## src/rtl/spiking_neuron_nin.sv

```systemverilog
// N-input spiking neuron: kernel-weighted synaptic sum against a runtime barrier,
// optional delayed spike delivery, and a saturating output spike counter.
module spiking_neuron_nin #(
    parameter int NEURON_ID           = 0,
    parameter int INPUTS_COUNT        = 4,
    parameter int ADDR_WIDTH          = 8,
    parameter int CMD_WIDTH           = 8,
    parameter int INT_WIDTH           = 8,
    parameter int OUT_BARRIER         = (2**INT_WIDTH - 1) / 2,
    parameter int COMPENSATION_WEIGHT = (2**INT_WIDTH - 1) * INPUTS_COUNT
) (
    input  logic                    clk,
    input  logic                    rst,
    input  logic [ADDR_WIDTH-1:0]   addr,
    input  logic [CMD_WIDTH-1:0]    cmd,
    input  logic [2*INT_WIDTH-1:0]  cmd_arg,
    input  logic [INPUTS_COUNT-1:0] in_bus,
    output logic                    out,
    output logic [INT_WIDTH-1:0]    spike_count
);

    localparam int INT_MAX = 2**INT_WIDTH - 1;
    localparam int WW      = 2 * INT_WIDTH;
    localparam int ACC_W   = 3 * INT_WIDTH + $clog2(INPUTS_COUNT + 2) + 1;

    localparam logic [3:0]           AGE_NULL    = 4'd15;
    localparam logic [CMD_WIDTH-1:0] CMD_CLEAR   = CMD_WIDTH'(2**CMD_WIDTH - 3);
    localparam logic [CMD_WIDTH-1:0] CMD_DELIV   = CMD_WIDTH'(INPUTS_COUNT + 1);
    localparam logic [CMD_WIDTH-1:0] CMD_BIAS    = CMD_WIDTH'(INPUTS_COUNT + 2);
    localparam logic [CMD_WIDTH-1:0] CMD_BARRIER = CMD_WIDTH'(INPUTS_COUNT + 3);
    localparam logic signed [ACC_W-1:0] COMP_W   = ACC_W'(COMPENSATION_WEIGHT);

    logic signed [WW-1:0]     weight [INPUTS_COUNT];
    logic signed [WW-1:0]     bias;
    logic [INT_WIDTH-1:0]     delivery_time;
    logic [INT_WIDTH-1:0]     barrier;
    logic [INT_WIDTH-1:0]     delivery_cnt;
    logic [3:0]               age [INPUTS_COUNT];
    logic [3:0]               age_out;

    logic [3:0]               age_adv [INPUTS_COUNT];
    logic [3:0]               age_out_adv;
    logic signed [ACC_W-1:0]  acc;
    logic signed [ACC_W-1:0]  k_ext;
    logic signed [ACC_W-1:0]  w_ext;
    logic [INT_WIDTH-1:0]     norm;
    logic                     fire;

    function automatic logic [INT_WIDTH-1:0] kernel(input logic [3:0] a);
        case (a)
            4'd0:    kernel = INT_WIDTH'(INT_MAX * 7 / 10);
            4'd1:    kernel = INT_WIDTH'(INT_MAX);
            4'd2:    kernel = INT_WIDTH'(INT_MAX * 6 / 10);
            4'd3:    kernel = INT_WIDTH'(INT_MAX * 3 / 10);
            4'd4:    kernel = INT_WIDTH'(INT_MAX / 10);
            default: kernel = '0;
        endcase
    endfunction

    function automatic logic [3:0] next_age(input logic [3:0] a);
        next_age = (a < 4'd4) ? a + 4'd1 : AGE_NULL;
    endfunction

    // Evaluation uses the ages as advanced by this same tick.
    always_comb begin
        age_out_adv = next_age(age_out);
        for (int unsigned i = 0; i < INPUTS_COUNT; i++) begin
            age_adv[i] = in_bus[i] ? 4'd0 : next_age(age[i]);
        end
        k_ext = ACC_W'(kernel(age_out_adv));
        acc   = {{(ACC_W - WW){bias[WW-1]}}, bias} <<< INT_WIDTH;
        acc   = acc - k_ext * COMP_W;
        for (int unsigned i = 0; i < INPUTS_COUNT; i++) begin
            k_ext = ACC_W'(kernel(age_adv[i]));
            w_ext = {{(ACC_W - WW){weight[i][WW-1]}}, weight[i]};
            acc   = acc + k_ext * w_ext;
        end
        if (acc[ACC_W-1]) begin
            norm = '0;
        end else if (|acc[ACC_W-2:2*INT_WIDTH]) begin
            norm = '1;
        end else begin
            norm = acc[2*INT_WIDTH-1:INT_WIDTH];
        end
        fire = norm > barrier;
    end

    always_ff @(posedge clk) begin
        if (rst) begin
            for (int unsigned i = 0; i < INPUTS_COUNT; i++) begin
                weight[i] <= WW'(INT_MAX / INPUTS_COUNT);
                age[i]    <= AGE_NULL;
            end
            bias          <= '0;
            delivery_time <= INT_WIDTH'(1);
            barrier       <= INT_WIDTH'(OUT_BARRIER);
            age_out       <= AGE_NULL;
            delivery_cnt  <= '0;
            out           <= 1'b0;
            spike_count   <= '0;
        end else if (cmd == CMD_CLEAR) begin
            for (int unsigned i = 0; i < INPUTS_COUNT; i++) begin
                age[i] <= AGE_NULL;
            end
            age_out      <= AGE_NULL;
            delivery_cnt <= '0;
            out          <= 1'b0;
            spike_count  <= '0;
        end else if (cmd == '0) begin
            for (int unsigned i = 0; i < INPUTS_COUNT; i++) begin
                age[i] <= age_adv[i];
            end
            age_out <= age_out_adv;
            if (delivery_cnt != '0) begin
                out <= (delivery_cnt == INT_WIDTH'(1));
                if (delivery_cnt == INT_WIDTH'(1) && spike_count != '1) begin
                    spike_count <= spike_count + 1'b1;
                end
                delivery_cnt <= delivery_cnt - 1'b1;
            end else begin
                out <= 1'b0;
                if (fire) begin
                    age_out <= '0;
                    if (delivery_time == '0) begin
                        out <= 1'b1;
                        if (spike_count != '1) begin
                            spike_count <= spike_count + 1'b1;
                        end
                    end else begin
                        delivery_cnt <= delivery_time;
                    end
                end
            end
        end else if (addr == ADDR_WIDTH'(NEURON_ID)) begin
            for (int unsigned i = 0; i < INPUTS_COUNT; i++) begin
                if (cmd == CMD_WIDTH'(i + 1)) begin
                    weight[i] <= cmd_arg;
                end
            end
            if (cmd == CMD_DELIV) begin
                delivery_time <= cmd_arg[INT_WIDTH-1:0];
            end
            if (cmd == CMD_BIAS) begin
                bias <= cmd_arg;
            end
            if (cmd == CMD_BARRIER) begin
                barrier <= cmd_arg[INT_WIDTH-1:0];
            end
        end
    end

endmodule

```

## config.mk

```make
export PLATFORM = sky130hd
export DESIGN_NAME = spiking_neuron_nin
export DESIGN_NICKNAME = d
export VERILOG_FILES = /design/src/rtl/spiking_neuron_nin.sv
export SDC_FILE = /design/constraint.sdc
export NUM_CORES = 2
export LEC_CHECK = 0
export CAP_MARGIN = 20
export CORE_AREA = 8 8 230 287
export CTS_CLUSTER_SIZE = 24
export DETAILED_ROUTE_END_ITERATION = 10
export DIE_AREA = 0 0 238 295
export PLACE_DENSITY = 0.67
export SLEW_MARGIN = 15
export SYNTH_ARGS = -nofsm -noshare
export SYNTH_HDL_FRONTEND = slang
export SYNTH_SLANG_ARGS = --single-unit
export TNS_END_PERCENT = 20
```

## constraint.sdc

```tcl
create_clock -name clk -period 18.19 [get_ports clk]
set_input_delay 1.819 -clock clk [delete_from_list [all_inputs] [get_ports clk]]
set_output_delay 1.819 -clock clk [all_outputs]
set_load 0.05 [all_outputs]
```

==> reports/qor_table.md <==
| Metric | This run |
|---|---|
| Maximum number of pins on one net before global-route repair | 43 |
| Clock tree from TritonCTS | built |
| HPWL after detailed placement | 64,010 um |
| Commonest cells after routing, fill and taps aside | 706 x inv_1, 627 x fa_1, 231 x and2_1 |
| Placement row count | 102 |
| Yosys cell types | 76 |
| Effective utilization at floorplan | 44.27% |
| Wire length after detailed routing | 71,840 um |
| Global-route wire length before repair | 116,100 um |
| Worst R2R Setup Slack | 3.59 ns |
| Endpoint class of the critical path | flop |
| Setup repair after global routing missed its margin | false |
| Number of routed nets with antenna violations | 0 |
| Register bit total from synthesis | 133 |
| Die ar. | 70,210 um^2 |
| Number of CTS-inserted buffers | 17 |
| Max incr delay on CP | 0.74 ns |
| Sequential fraction of the synthesis area | 12.57% |
| Height of the chip | 295 um |
| Sinks on Clock Net | 133 |
| Number of input and output port buffers inserted | 46 |
| Max capacitance violation total | 0 |
| Resized Gates After CTS | 0 |
| Ports | 47 |
| Total grt overflow | 0 |
| Final period util | 80.29% |
| Number of design-rule violations left by the first detailed-router iteration | 948 |
| First-pass iteration count of the detailed router | 7 |
| Count of placed standard cells in the final layout, fillers left out | 3,584 |
| # setup viols final | 0 |
| Most common flop cell mapped by yosys | edfxtp_1 |
| CTS hold repair buffers | 0 |
| Cell count after placement | 3,552 |
| Clock Pin Slew Worst Setup and Hold Paths | 0.07 ns |
| Avg Synthesized Cell Area | 10.09 um^2 |
| Most frequent cell on the critical path | fa_1 |
| CP max stage cell | nor3_1 |
| Time the final worst path needs with I/O delays and setup | 14.60 ns |
| Number of instances in the synthesized netlist | 2,700 |
| Vias post-DR | 18,490 |
| Placeable core region | 61,510 um^2 |
| Transition time of the tightest slew-check pin | 1.134 ns |
| Most frequent standard cell in the layout excluding fill and tap cells | inv_1 |
| Maximum buffer depth of the clock tree | 2 |
| Max-slew headroom at the worst pin | 24.00% |
| Startpoint type of the worst setup path | flop |
| Global-route total usage across every layer | 21.53% |
| Layout cells sized above 1 | 3.488% |
| X dimension of the die | 238 um |
| Status | completed |
| # H-tree levels | 4 |
| Maximum clock rate | 68.47 MHz |
| Clock Root Buffer | clkbuf_16 |
| Synth Net Count | 3,576 |
| Number of enable-type register cells in the synthesized netlist | 76 |
| Class of the worst hold path | reg -> reg |
| Share of synthesized registers carrying an async set or reset | 0% |
| Antenna diode count | 0 |
| Worst-path fanout max | 14 |
| Area of the mapped netlist | 27,230 um^2 |
| Final net count | 3,615 |
| Weighted congestion reported at the end of routability-driven placement | 0.9665 |
| Data arrival at the endpoint of the critical path | 15.00 ns |
| Final Hold Vio Count | 0 |
| Wire per inst | 20.04 um |
| Post CTS Setup Buffer Count | 0 |
| Summed negative setup slack over all endpoints | 0 ns |
| Syn-to-layout area delta | 7.926% |
| Pins over their slew limit | 0 |
| Data required, critical path | 18.59 ns |
| Clock insertion delay at the later pin of the skew report | 0.48 ns |
| Worst Path Class, Setup | reg -> reg |
| Count of synthesis-stage warnings from yosys | 0 |
| Clk_skew | 0.01178 ns |
| Routed vias/inst | 5.158 |
| Detailed-route DRC error count | 0 |
| Number of global-route vias before repair | 21,270 |
| Antenna violations before repair | 4 |
-- through the flow --
stage	cell area [um^2]	utilization, %	hold WS (ns)	worst slack [ns]
after floorplan	27230	-	0.4432	4.622
after global placement	28790	46.80	0.4544	3.911
after detailed placement	28800	46.82	0.4741	3.739
after CTS	29390	47.78	0.4896	3.657
after global routing	29390	47.78	0.5210	2.950
final	29390	47.78	0.4901	3.586
-- cell type report --
cell class | count | area [um^2]
sequential | 133 | 3423
clock buffer | 17 | 425.4
timing repair buffer | 71 | 645.6
tap | 832 | 1041
multi-input combinational | 1810 | 21040
fill | 5777 | 32120
clock inverter | 15 | 163.9
inverter | 706 | 2650
-- registers in the layout (all words and copies together), names as in the netlist, 4 cells and up --
name / flops
bias: 16
barrier: 8
delivery_time: 8
delivery_cnt: 8
spike_count: 8
age: 16
weight: 64
age_out: 4
-- metal layers --
metal	track usage [%]	wire length, um	up-vias
met2	40.29	38640	541
met3	2.676	3042	181
li1	-	-	8193
met1	23.79	26370	9573
met4	10.97	3789	0
met5	0	0	-
-- cells by family (layout without fill, tap and decap cells) --
group	count (synthesis)	count (layout)	share of synthesized area (%)
flip-flops	133	133	12.57
multiplexers	29	29	1.071
adder cells (fa/ha/maj)	841	841	55.90
AND/OR/NAND/NOR	696	696	13.55
buffers and inverters	757	809	10.47
XOR/XNOR	48	48	1.571
AO/OA/AOI/OAI	196	196	4.866
-- worst max-delay path, delay by kind of cell, from the launching register on --
kind | cells | cell delay (ns)
fa+ha+maj | 16 | 6.67
compound gates | 15 | 3.94
simple gates | 8 | 2.52
buf+inv | 7 | 0.80
flops | 1 | 0.43
xor+xnor | 1 | 0.16
-- synthesized netlist by cell type (all sizes together), types with 6 or more instances --
| library cell | count | area, um^2 |
|---|---|---|
| nor2b | 67 | 419.2 |
| fa | 627 | 12550 |
| dfxtp | 57 | 1141 |
| and2 | 231 | 1445 |
| nor4 | 16 | 106.4 |
| nand3 | 11 | 55.05 |
| and3 | 6 | 47.54 |
| ha | 211 | 2640 |
| nand2b | 25 | 156.4 |
| a21o | 20 | 150.1 |
| inv | 706 | 2650 |
| or2 | 8 | 50.05 |
| or3 | 12 | 75.07 |
| clkbuf | 47 | 176.4 |
| nand4 | 11 | 75.07 |
| a21oi | 60 | 300.3 |
| edfxtp | 76 | 2282 |
| a211o | 10 | 87.58 |
| mux2i | 28 | 280.3 |
| nand2 | 188 | 705.7 |
| a31oi | 7 | 43.79 |
| o31a | 7 | 61.31 |
| xor2 | 11 | 103.9 |
| o21ai | 36 | 180.2 |
| xnor2 | 37 | 324.1 |
| nor3 | 19 | 95.09 |
| o21bai | 9 | 67.56 |
| nor2 | 86 | 325.3 |
-- path summary, 6_finish.rpt --
path,start,endpoint,depth (start not counted)
min reg2reg,age_out[1],age_out[1],2
max reg2reg,age_out[0],delivery_cnt[6],47
min,age_out[1],age_out[1],2
max,age_out[0],delivery_cnt[6],47
Power is not shown: default switching activity piles up to over one toggle a cycle in this logic, so the estimate is an artifact.
